**src/rtl/wb_arb_pkg.sv**
```systemverilog
// rtl/wb_arb_pkg.sv - shared types for the two-master Wishbone arbiter
package wb_arb_pkg;

  typedef enum logic [2:0] {
    IDLE   = 3'd0,
    OWN0   = 3'd1,
    OWN1   = 3'd2,
    DRAIN0 = 3'd3,
    DRAIN1 = 3'd4
  } arb_state_t;

  typedef logic mst_idx_t;

  localparam mst_idx_t MST0 = 1'b0;
  localparam mst_idx_t MST1 = 1'b1;

endpackage

```
**src/rtl/wb_arbiter_2m.sv**
```systemverilog
// rtl/wb_arbiter_2m.sv - two-master Wishbone classic arbiter with per-grant watchdog
module wb_arbiter_2m
  import wb_arb_pkg::*;
#(
  parameter int FIXED_PRIORITY = 0,
  parameter int TIMEOUT_CYCLES = 1024
) (
  input  logic        clk_core,
  input  logic        rst_core,

  input  logic        m0_cyc,
  input  logic        m0_stb,
  input  logic        m0_we,
  input  logic [3:0]  m0_wstrb,
  input  logic [31:0] m0_addr,
  input  logic [31:0] m0_data_out,
  output logic [31:0] m0_data_in,
  output logic        m0_ack,
  output logic        m0_err,

  input  logic        m1_cyc,
  input  logic        m1_stb,
  input  logic        m1_we,
  input  logic [3:0]  m1_wstrb,
  input  logic [31:0] m1_addr,
  input  logic [31:0] m1_data_out,
  output logic [31:0] m1_data_in,
  output logic        m1_ack,
  output logic        m1_err,

  output logic        s_cyc,
  output logic        s_stb,
  output logic        s_we,
  output logic [3:0]  s_wstrb,
  output logic [31:0] s_addr,
  output logic [31:0] s_data_out,
  input  logic [31:0] s_data_in,
  input  logic        s_ack
);

  arb_state_t state_q, state_d;
  mst_idx_t   last_grant_q, last_grant_d;
  logic       req0, req1, own0, own1, grant, timeout_hit;

  assign req0 = m0_cyc & m0_stb;
  assign req1 = m1_cyc & m1_stb;
  assign own0 = (state_q == OWN0);
  assign own1 = (state_q == OWN1);

  always_comb begin
    s_cyc      = 1'b0;
    s_stb      = 1'b0;
    s_we       = 1'b0;
    s_wstrb    = 4'b0;
    s_addr     = 32'b0;
    s_data_out = 32'b0;
    if (own0) begin
      s_cyc      = m0_cyc;
      s_stb      = m0_stb;
      s_we       = m0_we;
      s_wstrb    = m0_wstrb;
      s_addr     = m0_addr;
      s_data_out = m0_data_out;
    end else if (own1) begin
      s_cyc      = m1_cyc;
      s_stb      = m1_stb;
      s_we       = m1_we;
      s_wstrb    = m1_wstrb;
      s_addr     = m1_addr;
      s_data_out = m1_data_out;
    end
  end

  // Read data is broadcast; only the owner's ack qualifies it.
  assign m0_data_in = s_data_in;
  assign m1_data_in = s_data_in;
  assign m0_ack     = own0 & s_ack;
  assign m1_ack     = own1 & s_ack;
  assign m0_err     = own0 & timeout_hit;
  assign m1_err     = own1 & timeout_hit;

  always_comb begin
    state_d      = state_q;
    last_grant_d = last_grant_q;
    grant        = 1'b0;
    case (state_q)
      IDLE: begin
        if (req0 && req1) begin
          grant = 1'b1;
          if ((FIXED_PRIORITY != 0) || (last_grant_q == MST1)) begin
            state_d      = OWN0;
            last_grant_d = MST0;
          end else begin
            state_d      = OWN1;
            last_grant_d = MST1;
          end
        end else if (req0) begin
          grant        = 1'b1;
          state_d      = OWN0;
          last_grant_d = MST0;
        end else if (req1) begin
          grant        = 1'b1;
          state_d      = OWN1;
          last_grant_d = MST1;
        end
      end
      OWN0: begin
        if (!m0_cyc)          state_d = IDLE;
        else if (timeout_hit) state_d = DRAIN0;
      end
      OWN1: begin
        if (!m1_cyc)          state_d = IDLE;
        else if (timeout_hit) state_d = DRAIN1;
      end
      DRAIN0:  if (!m0_cyc) state_d = IDLE;
      DRAIN1:  if (!m1_cyc) state_d = IDLE;
      default: state_d = IDLE;
    endcase
  end

  always_ff @(posedge clk_core) begin
    if (rst_core) begin
      state_q      <= IDLE;
      last_grant_q <= MST1;
    end else begin
      state_q      <= state_d;
      last_grant_q <= last_grant_d;
    end
  end

  generate
    if (TIMEOUT_CYCLES != 0) begin : g_wdog
      localparam int CW = $clog2(TIMEOUT_CYCLES + 1);
      localparam logic [CW-1:0] LAST = CW'(TIMEOUT_CYCLES - 1);

      logic [CW-1:0] cnt_q, cnt_d;

      // Counts strobed cycles without ack since the grant or the last ack.
      always_comb begin
        cnt_d = cnt_q;
        if (grant || s_ack)            cnt_d = '0;
        else if ((own0 || own1) && s_stb) cnt_d = cnt_q + 1'b1;
      end

      always_ff @(posedge clk_core) begin
        if (rst_core) cnt_q <= '0;
        else          cnt_q <= cnt_d;
      end

      // An ack on the final cycle wins over the timeout.
      assign timeout_hit = (own0 || own1) && s_cyc && s_stb && !s_ack && (cnt_q == LAST);
    end else begin : g_no_wdog
      assign timeout_hit = 1'b0;
    end
  endgenerate

endmodule

```
**config.mk**
```make
export PLATFORM = sky130hd
export DESIGN_NAME = wb_arbiter_2m
export DESIGN_NICKNAME = d
export VERILOG_FILES = /design/src/rtl/wb_arb_pkg.sv /design/src/rtl/wb_arbiter_2m.sv
export SDC_FILE = /design/constraint.sdc
export NUM_CORES = 1
export LEC_CHECK = 0
export BUFFER_PORTS_ARGS = -buffer_cell sky130_fd_sc_hd__buf_2
export CAP_MARGIN = 10
export CELL_PAD_IN_SITES_DETAIL_PLACEMENT = 0
export CELL_PAD_IN_SITES_GLOBAL_PLACEMENT = 1
export CORE_AREA = 2 2 122 124
export DETAILED_ROUTE_END_ITERATION = 8
export DIE_AREA = 0 0 124 126
export PLACE_DENSITY_LB_ADDON = 0.1
export SYNTH_ARGS = -nofsm -noshare
export SYNTH_HDL_FRONTEND = slang
export SYNTH_SLANG_ARGS = --single-unit
```
**constraint.sdc**
```tcl
create_clock -name clk_core -period 4.5 [get_ports clk_core]
set_input_delay 0.45 -clock clk_core [delete_from_list [all_inputs] [get_ports clk_core]]
set_output_delay 0.45 -clock clk_core [all_outputs]
set_load 0.03 [all_outputs]
```
# --- Yosys cells after proc, flatten, opt, wreduce, memory -nomap -nowiden ---
# Index checks and enable logic that the tools add are counted.
totals:
  regBits: 15
  input_bits: 177
  out_inout_bits: 139
  elab_cells: 65
op_classes:
  n_addsub: 1
  n_eq_ne: 10
  n_mux: 31
  bitwise_logic: 6
  reduce_logical: 14
ops:
  columns: ["operator", "count"]
  rows:
  - ["32-bit two-way mux", 4]
  - ["3-bit two-way mux", 9]
  - ["3-bit one-hot mux with 5 select lines", 1]
  - ["1-bit two-way mux", 14]
  - ["11-bit by 1-bit adder with 11-bit output (second input constant)", 1]
  - ["11-bit by 10-bit equality test with 1-bit output (second input constant)", 1]
  - ["4-bit two-way mux", 2]
  - ["1-bit bitwise AND", 6]
  - ["3-bit by 2-bit equality test with 1-bit output (second input constant)", 2]
  - ["1-bit logical AND", 6]
  - ["3-bit by 2-bit inequality test with 1-bit output (second input constant)", 2]
  - ["5-bit AND reduction", 1]
  - ["2-bit inequality test (second input constant)", 2]
  - ["4-bit inequality test (second input constant)", 1]
  - ["3-bit by 1-bit equality test with 1-bit output (second input constant)", 1]
  - ["3-bit equality test (second input constant)", 1]
  - ["3-bit logical NOT", 1]
  - ["3-bit nonzero test", 1]
  - ["1-bit logical OR", 2]
  - ["2-bit two-way mux", 1]
  - ["2-bit AND reduction", 1]
  - ["2-bit OR reduction", 1]
  - ["1-bit logical NOT", 1]

# --- Logic depth before layout (Yosys ltp) ---
# Gate-level depths: netlist of the first run.
depth:
  depth_word: 10
  ltp_mapped: 7
  mapped_depth_nobuf: 6

# --- Worst setup path after synthesis of the first run ---
# Ideal clock, no wire load.
synth_timing:
  path_kind: "register -> output"
  from: "register state_q[0]"
  to: "output m0_err"
  arrival_time_ns: 1.778
  required_time_ns: 4.050
  slack_ns: 2.272
  stages_incl_launch_ff: 6
  path_buffers: 1
  path_cell_list: "dfxtp_1 buf_4 nand3b_1 a21oi_1 nand3_1 nor2_1"
synth_between:
  elab_chain_cells: 8
  elab_cells_between_ends: 12
  cone_classes: "eq/ne: 2; mux: 4; bitwise: 1; reduce/logical: 5"
synth_rtl:
  columns: ["element", "line_no", "source"]
  rows:
  - ["start, declared", "wb_arbiter_2m.sv:41", "arb_state_t state_q, state_d;"]
  - ["start signal, assigned", "wb_arbiter_2m.sv:126", "state_q <= state_d;"]
  - ["3-bit by 2-bit equality test with 1-bit output", "wb_arbiter_2m.sv:48", "assign own1 = (state_q == OWN1);"]
  - ["1-bit two-way mux", "wb_arbiter_2m.sv:64", "end else if (own1) begin"]
  - ["1-bit two-way mux (*)", "wb_arbiter_2m.sv:57", "if (own0) begin"]
  - ["net s_cyc", "wb_arbiter_2m.sv:31", "output logic s_cyc,"]
  - ["1-bit logical AND (*) (4 in a row)", "wb_arbiter_2m.sv:151", "assign timeout_hit = (own0 || own1) && s_cyc && s_stb && !s_ack && (cnt_q == LAST);"]
  - ["1-bit bitwise AND (*)", "wb_arbiter_2m.sv:79", "assign m0_err = own0 & timeout_hit;"]
  - ["end, declared", "wb_arbiter_2m.sv:19", "output logic m0_err,"]
# The timed path passes the listed nets; every way through them passes the cells marked *.

# --- Worst setup path in the final report of the first run ---
layout_timing:
  from: "register state_q[1]"
  to: "output s_wstrb[3]"
layout_between:
  elab_chain_cells: 3
  elab_cells_between_ends: 4
  cone_classes: "eq/ne: 2; mux: 2"
layout_rtl:
  columns: ["element", "line_no", "source"]
  rows:
  - ["3-bit by 2-bit equality test with 1-bit output", "wb_arbiter_2m.sv:48", null]
  - ["4-bit two-way mux", "wb_arbiter_2m.sv:64", null]
  - ["4-bit two-way mux (*)", "wb_arbiter_2m.sv:57", null]
  - ["end, declared", "wb_arbiter_2m.sv:34", "output logic [3:0] s_wstrb,"]
# Every way passes the cells marked *; elsewhere a longest branch is shown, timed or not.

==> results of run 1 <==
critical path, delay by kind of cell (launching register included):
| family | cells | cell delay, ps |
|---|---|---|
| buf+inv | 2 | 820 |
| simple gates | 1 | 220 |
| flops | 1 | 510 |
| compound gates | 1 | 350 |
routing by layer:
layer  up-vias  global-route usage, %
met2       140                   20.6
met1      1059                   13.7
met3         5                   5.07
met4         0                  0.925
li1       1136                      -
met5         -                      0
kinds of logic (layout without fill, tap and decap cells):
kind of cell / Yosys count / after routing / share of synthesized area [%]
XOR/XNOR: 10 / 10 / 4.38
AO/OA/AOI/OAI: 85 / 85 / 37.4
buffers and inverters: 86 / 229 / 28.4
flip-flops: 15 / 15 / 15.0
adder cells (fa/ha/maj): 1 / 1 / 0.626
multiplexers: 1 / 1 / 0.501
AND/OR/NAND/NOR: 50 / 50 / 13.7
synthesized netlist by cell type (2+ instances only):
master	count	area share, %
nor2_1	17	3.2
a21oi_1	2	0.50
buf_4	65	24
a211oi_1	2	0.75
nor3b_1	3	1.1
xnor2_1	7	3.1
inv_1	3	0.56
nand4_1	2	0.63
nand3_1	3	0.75
dfxtp_1	15	15
xor2_1	3	1.3
nand2b_1	2	0.63
clkbuf_1	15	2.8
or3_1	2	0.63
buf_1	2	0.38
nand2_1	4	0.75
a22o_1	70	31
and2_1	3	0.94
nand3b_1	4	1.5
and3_1	5	1.6
worst min-delay path by stage:
stage	slack [ps]	to	start
after floorplan	460	last_grant_q	last_grant_q
after global placement	480	last_grant_q	last_grant_q
after detailed placement	490	last_grant_q	last_grant_q
after CTS	430	state_q[2]	rst_core
after global routing	440	state_q[2]	rst_core
final	440	state_q[2]	rst_core
registers in the layout (all words and copies together), names as in the netlist:
register and cells:
g_wdog.cnt_q 11, state_q 3, last_grant_q 1
power groups by stage:
stage / clock [W] / sequential [W] / combinational [W]
5_1_grt: 0.000187 / 0.000177 / 0.00160
3_3_place_gp: 0 / 0.000174 / 0.00155
4_1_cts: 0.000182 / 0.000172 / 0.00154
2_1_floorplan: 0 / 0.000154 / 0.00120
3_5_place_dp: 0 / 0.000175 / 0.00154
6_report: 0.000174 / 0.000172 / 0.00151
per-stage QoR:
step | hold slack, ps | cell area [µm²] | instances
3_5_place_dp | 491 | 2800 | 571
2_1_floorplan | 460 | 2000 | 248
3_3_place_gp | 480 | 2800 | 571
4_1_cts | 432 | 2880 | 575
6_report | 437 | 2880 | 575
5_1_grt | 444 | 2880 | 575
final cells by class:
cell class	instances	area, µm²
Inverter	3	11.3
Fill cell	1652	11400
Tap cell	184	230
Timing Repair Buffer	222	1120
Multi-Input combinational cell	147	1140
Sequential cell	15	300
Clock buffer	4	78.8
placed cells by master, fill, tap and decap left out, types with 2 or more instances in the layout:
master       n
xnor2_1      7
and3_1       5
dfxtp_1     15
inv_1        3
nand2_1      4
nand4_1      2
buf_4        3
a21oi_1      2
or3_1        2
nor3b_2      2
clkbuf_16    3
nand3b_1     4
a211oi_1     2
a22o_1      70
nor2_1      17
xor2_1       3
nand2b_1     2
nand3_1      3
and2_1       3
buf_2      219
==> results.ini, run 1 <==
[synthesis]
yosysSeqAreaShare_pct = 15.0
postSynth.asyncResetShare_pct = 0
synthesis.nets = 426
synth_edf_count = 0
ys_types = 39
netlist_area_um2 = 2000
synth_flop_cell = dfxtp_1
ys_ff_latch = 15
syn_area_per_cell_um2 = 8.06
yosys_warnings = 0
synthCells = 248

[critical_path]
setup.worst_path.start_class = flop
reg2regPathDepth = 6
crit_chain = nor3b_2 -> buf_4 -> a22o_1 -> buf_2
r2r-end = g_wdog.cnt_q[2]
critical_path_arrival_ps = 2220
crit_slowest_cell = buf_4
worstSetupEndpoint = s_wstrb[3]
setup.worst_path.start = state_q[1]
slowest_delay_ps = 590
required_ps = 4050
worstSetupPathType = flop to primary output
worstPathMaxFanout = 72
cp-end-kind = primary output
rr_startpoint = state_q[1]
reg2reg_slack_ps = 2410

[sta]
skew_ps = 5.16
fmax_ghz = 0.374
rsz0062_at_grt = false
worst_pin_slew_ps = 792
fin_crit_sh_pct = 59.3
slew_headroom_pct = 47.2
period_minus_slack_ps = 2670
setup_viol = 0
drv_slew = 0
setup_tns_ps = 0
hold_viol = 0
setup_ws_ps = 1830

[route]
wl_um = 9700
routedWlPerCell_um = 16.9
met3_length_um = 1080
via_per_inst = 4.07
num_vias = 2340
met1_length_um = 3680
drt-initial-drc-count = 53
drtPass1Iterations = 4
final_antenna_net_count = 0
top_layer = met4
drcViolationCount = 0
routed-wl-met2_um = 4920

[grt]
antenna_found_initial = 1
grt_use_total_pct = 11.7
grt_pass1_wl_um = 13900
grt_pass1_vias = 2331
grt_max_degree = 73
grt-ovfl-total = 0

[clocking]
clk_latency_ps = 240
cts_tree = yes
ctsResizeCount = 0
cts.reportedPaths.clkPinSlew_ps = 50
cts_buffers = 3
cts_buffer_depth = 2
root_buffer = clkbuf_16
post-cts-setup-buffers = 0
cts_hold_buf = 0
numClockSinks = 15
htreeDepth = 1

[hold_path]
hold_path_class = input port to flop
hold_depth = 2

[pwr]
clkPwrFrac_pct = 9.4
sw_frac_of_total_pct = 59.2
power_w = 0.00185
internal_power_w = 0.000755
leakagePower_nw = 1.53
p_per_area_nw_per_um2 = 643
power_frac_comb_pct = 81.3
p_seq_share_pct = 9.3
peakVddDrop_uv = 269
p_sw_w = 0.00110

[cells_and_area]
syn2layout_area_growth_pct = 44.1
antenna-diode-count = 0
nNetsFinal = 570
post-route-util_pct = 20.1
drive_gt1_share_pct = 59.3

[floorplan]
dieArea_um2 = 15600
placementRows = 44
pin_count = 316
start_util_pct = 14.0
fp.dieW_um = 124
die_h_um = 126
core_um2 = 14300

[place]
gp_congestion = 0.765
post-place-ws_ps = 2040
port_buffers = 219
dp_hpwl_um = 8240

[run]
drv_cap = 0

[status]
status = complete, no violations

Power figures use the tool's default switching activity.
==> run 2: changes to the inputs <==
Clock period 4.5 ns to 2.2 ns, I/O delays scaled along.
==> run 2 against run 1 <==
  * Final cell count rose by 0.17%
  * Register-to-register slack got worse by 2000 ps
  * Sequential share of layout area fell by 0.062 points
  * Via count rose by 0.30%
  * Core utilization rose by 0.29 points
  * Wire length fell by 0.30%
  * Critical endpoint is now s_addr[3]
  * Largest power group unchanged
  * First-iteration DRC count rose by 17%
  * Clock-buffer cell count did not move
  * Design area rose by 1.4%
  * Flip-flop and latch count did not move
==> results.ini, run 2 (same netlist as run 1, synthesis figures left out) <==
[status]
status = complete, no violations

[place]
port_buffers = 219
dp_hpwl_um = 8210
gp_congestion = 0.831
dpl_cell_area_um2 = 2830

[cells_and_area]
layout_commonest_cell = buf_2
drive_gt1_share_pct = 59.9
fin_area_um2 = 2920
nNetsFinal = 571
mostFrequentLayoutCells = 219 x buf_2, 70 x a22o_1, 17 x nor2_1
syn2layout_area_growth_pct = 46.1
top_register = g_wdog.cnt_q
reg_top3 = g_wdog.cnt_q: 11 flops, state_q: 3 flops, last_grant_q: 1 flops
largest_register_ffs = 11
antenna-diode-count = 0
nFillCells = 1650

[critical_path]
worstPathMaxFanout = 72
setup.worst_path.start_class = flop
required_ps = 1980
critical_path_arrival_ps = 1860
worstSetupPathType = flop to primary output
cp-end-kind = primary output

[clocking]
ctsResizeCount = 0
cts_tree = yes
cts_hold_buf = 0
htreeDepth = 1
clk_latency_ps = 250
cts_buffers = 3
post-cts-setup-buffers = 0
numClockSinks = 15
root_buffer = clkbuf_16
cts_buffer_depth = 2
cts.reportedPaths.clkPinSlew_ps = 50

[grt]
grt_pass1_wl_um = 13700
grt_max_degree = 73
grt_pass1_vias = 2224
grt_use_total_pct = 11.6
antenna_found_initial = 0
grt-ovfl-total = 0

[sta]
fmax_ghz = 0.481
fin_crit_sh_pct = 94.6
skew_ps = 4.83
setup_viol = 0
period_minus_slack_ps = 2080
worst_pin_slew_ps = 428
drv_slew = 0
hold_viol = 0
rsz0062_at_grt = false
holdWs_ps = 209
slew_headroom_pct = 71.4

[route]
via_per_inst = 4.07
drtPass1Iterations = 4
drt-initial-drc-count = 62
num_vias = 2347
wl_um = 9670
met1_length_um = 3850
top_layer = met4
drcViolationCount = 0
routed-wl-met2_um = 4840
final_antenna_net_count = 0
met3_length_um = 955
routedWlPerCell_um = 16.8

[floorplan]
core_um2 = 14300
pin_count = 316
fp.dieW_um = 124
placementRows = 44
die_h_um = 126
start_util_pct = 14.0
dieArea_um2 = 15600

[pwr]
power_frac_comb_pct = 81.3
peakVddDrop_uv = 662
p_sw_w = 0.00226
p_seq_share_pct = 9.3
leakagePower_nw = 1.55
p_per_area_nw_per_um2 = 1320
sw_frac_of_total_pct = 58.5
clkPwrFrac_pct = 9.3
internal_power_w = 0.00160

[run]
drv_cap = 0

[hold_path]
hold_path_class = input port to flop

run 2: cell types whose count changed in the layout (fill, tap and decap cells not counted):
cell,delta
dfxtp_1,-2
buf_4,-1
nor3b_2,-1
buf_12,+2
dfxtp_2,+2
nor3b_4,+1
run 2: power by group through the flow:
stage	sequential (W)	combinational (W)	clock, W
floorplan	0.000315	0.00246	0
global placement	0.000358	0.00320	0
detailed placement	0.000359	0.00319	0
CTS	0.000352	0.00320	0.000372
global route	0.000368	0.00333	0.000383
finish	0.000360	0.00313	0.000360
run 2: path summary, 6_finish.rpt:
check	startpoint	endpoint	slack (ps)	cells after the start
max	state_q[1]	s_addr[3]	120	4
min	rst_core	state_q[2]	210	2
max reg2reg	g_wdog.cnt_q[0]	state_q[2]	390	6
min reg2reg	last_grant_q	last_grant_q	500	2
run 2: layout make-up:
cell class	instances	area (µm²)	share of cell area [%]
Clock buffer	4	78.8	2.70
Inverter	3	11.3	0.386
Multi-Input combinational cell	147	1150	39.2
Sequential cell	15	303	10.4
Tap cell	184	230	7.88
Timing Repair Buffer	223	1150	39.4
run 2: layer usage:
metal / track usage [%] / up-vias
met5: 0 / -
met4: 1.52 / 0
met3: 4.21 / 5
met2: 19.8 / 133
met1: 14.3 / 1066
li1: - / 1143
run 2: stage by stage:
step	setup TNS (ps)	util (%)	worst slack, ps	power [W]	instances
after floorplan	0	-	202	0.00277	248
after global placement	0	19.8	272	0.00356	572
after detailed placement	0	19.8	258	0.00355	572
after CTS	-3.98	20.3	-3.98	0.00392	576
after global routing	0	20.4	12.0	0.00408	576
final	0	20.4	120	0.00385	576
run 2: critical path, stage by stage (launching register included):
cell and delay (ps):
dfxtp_2 440, nor3b_2 270, buf_12 300, a22o_1 310
buf_2 230
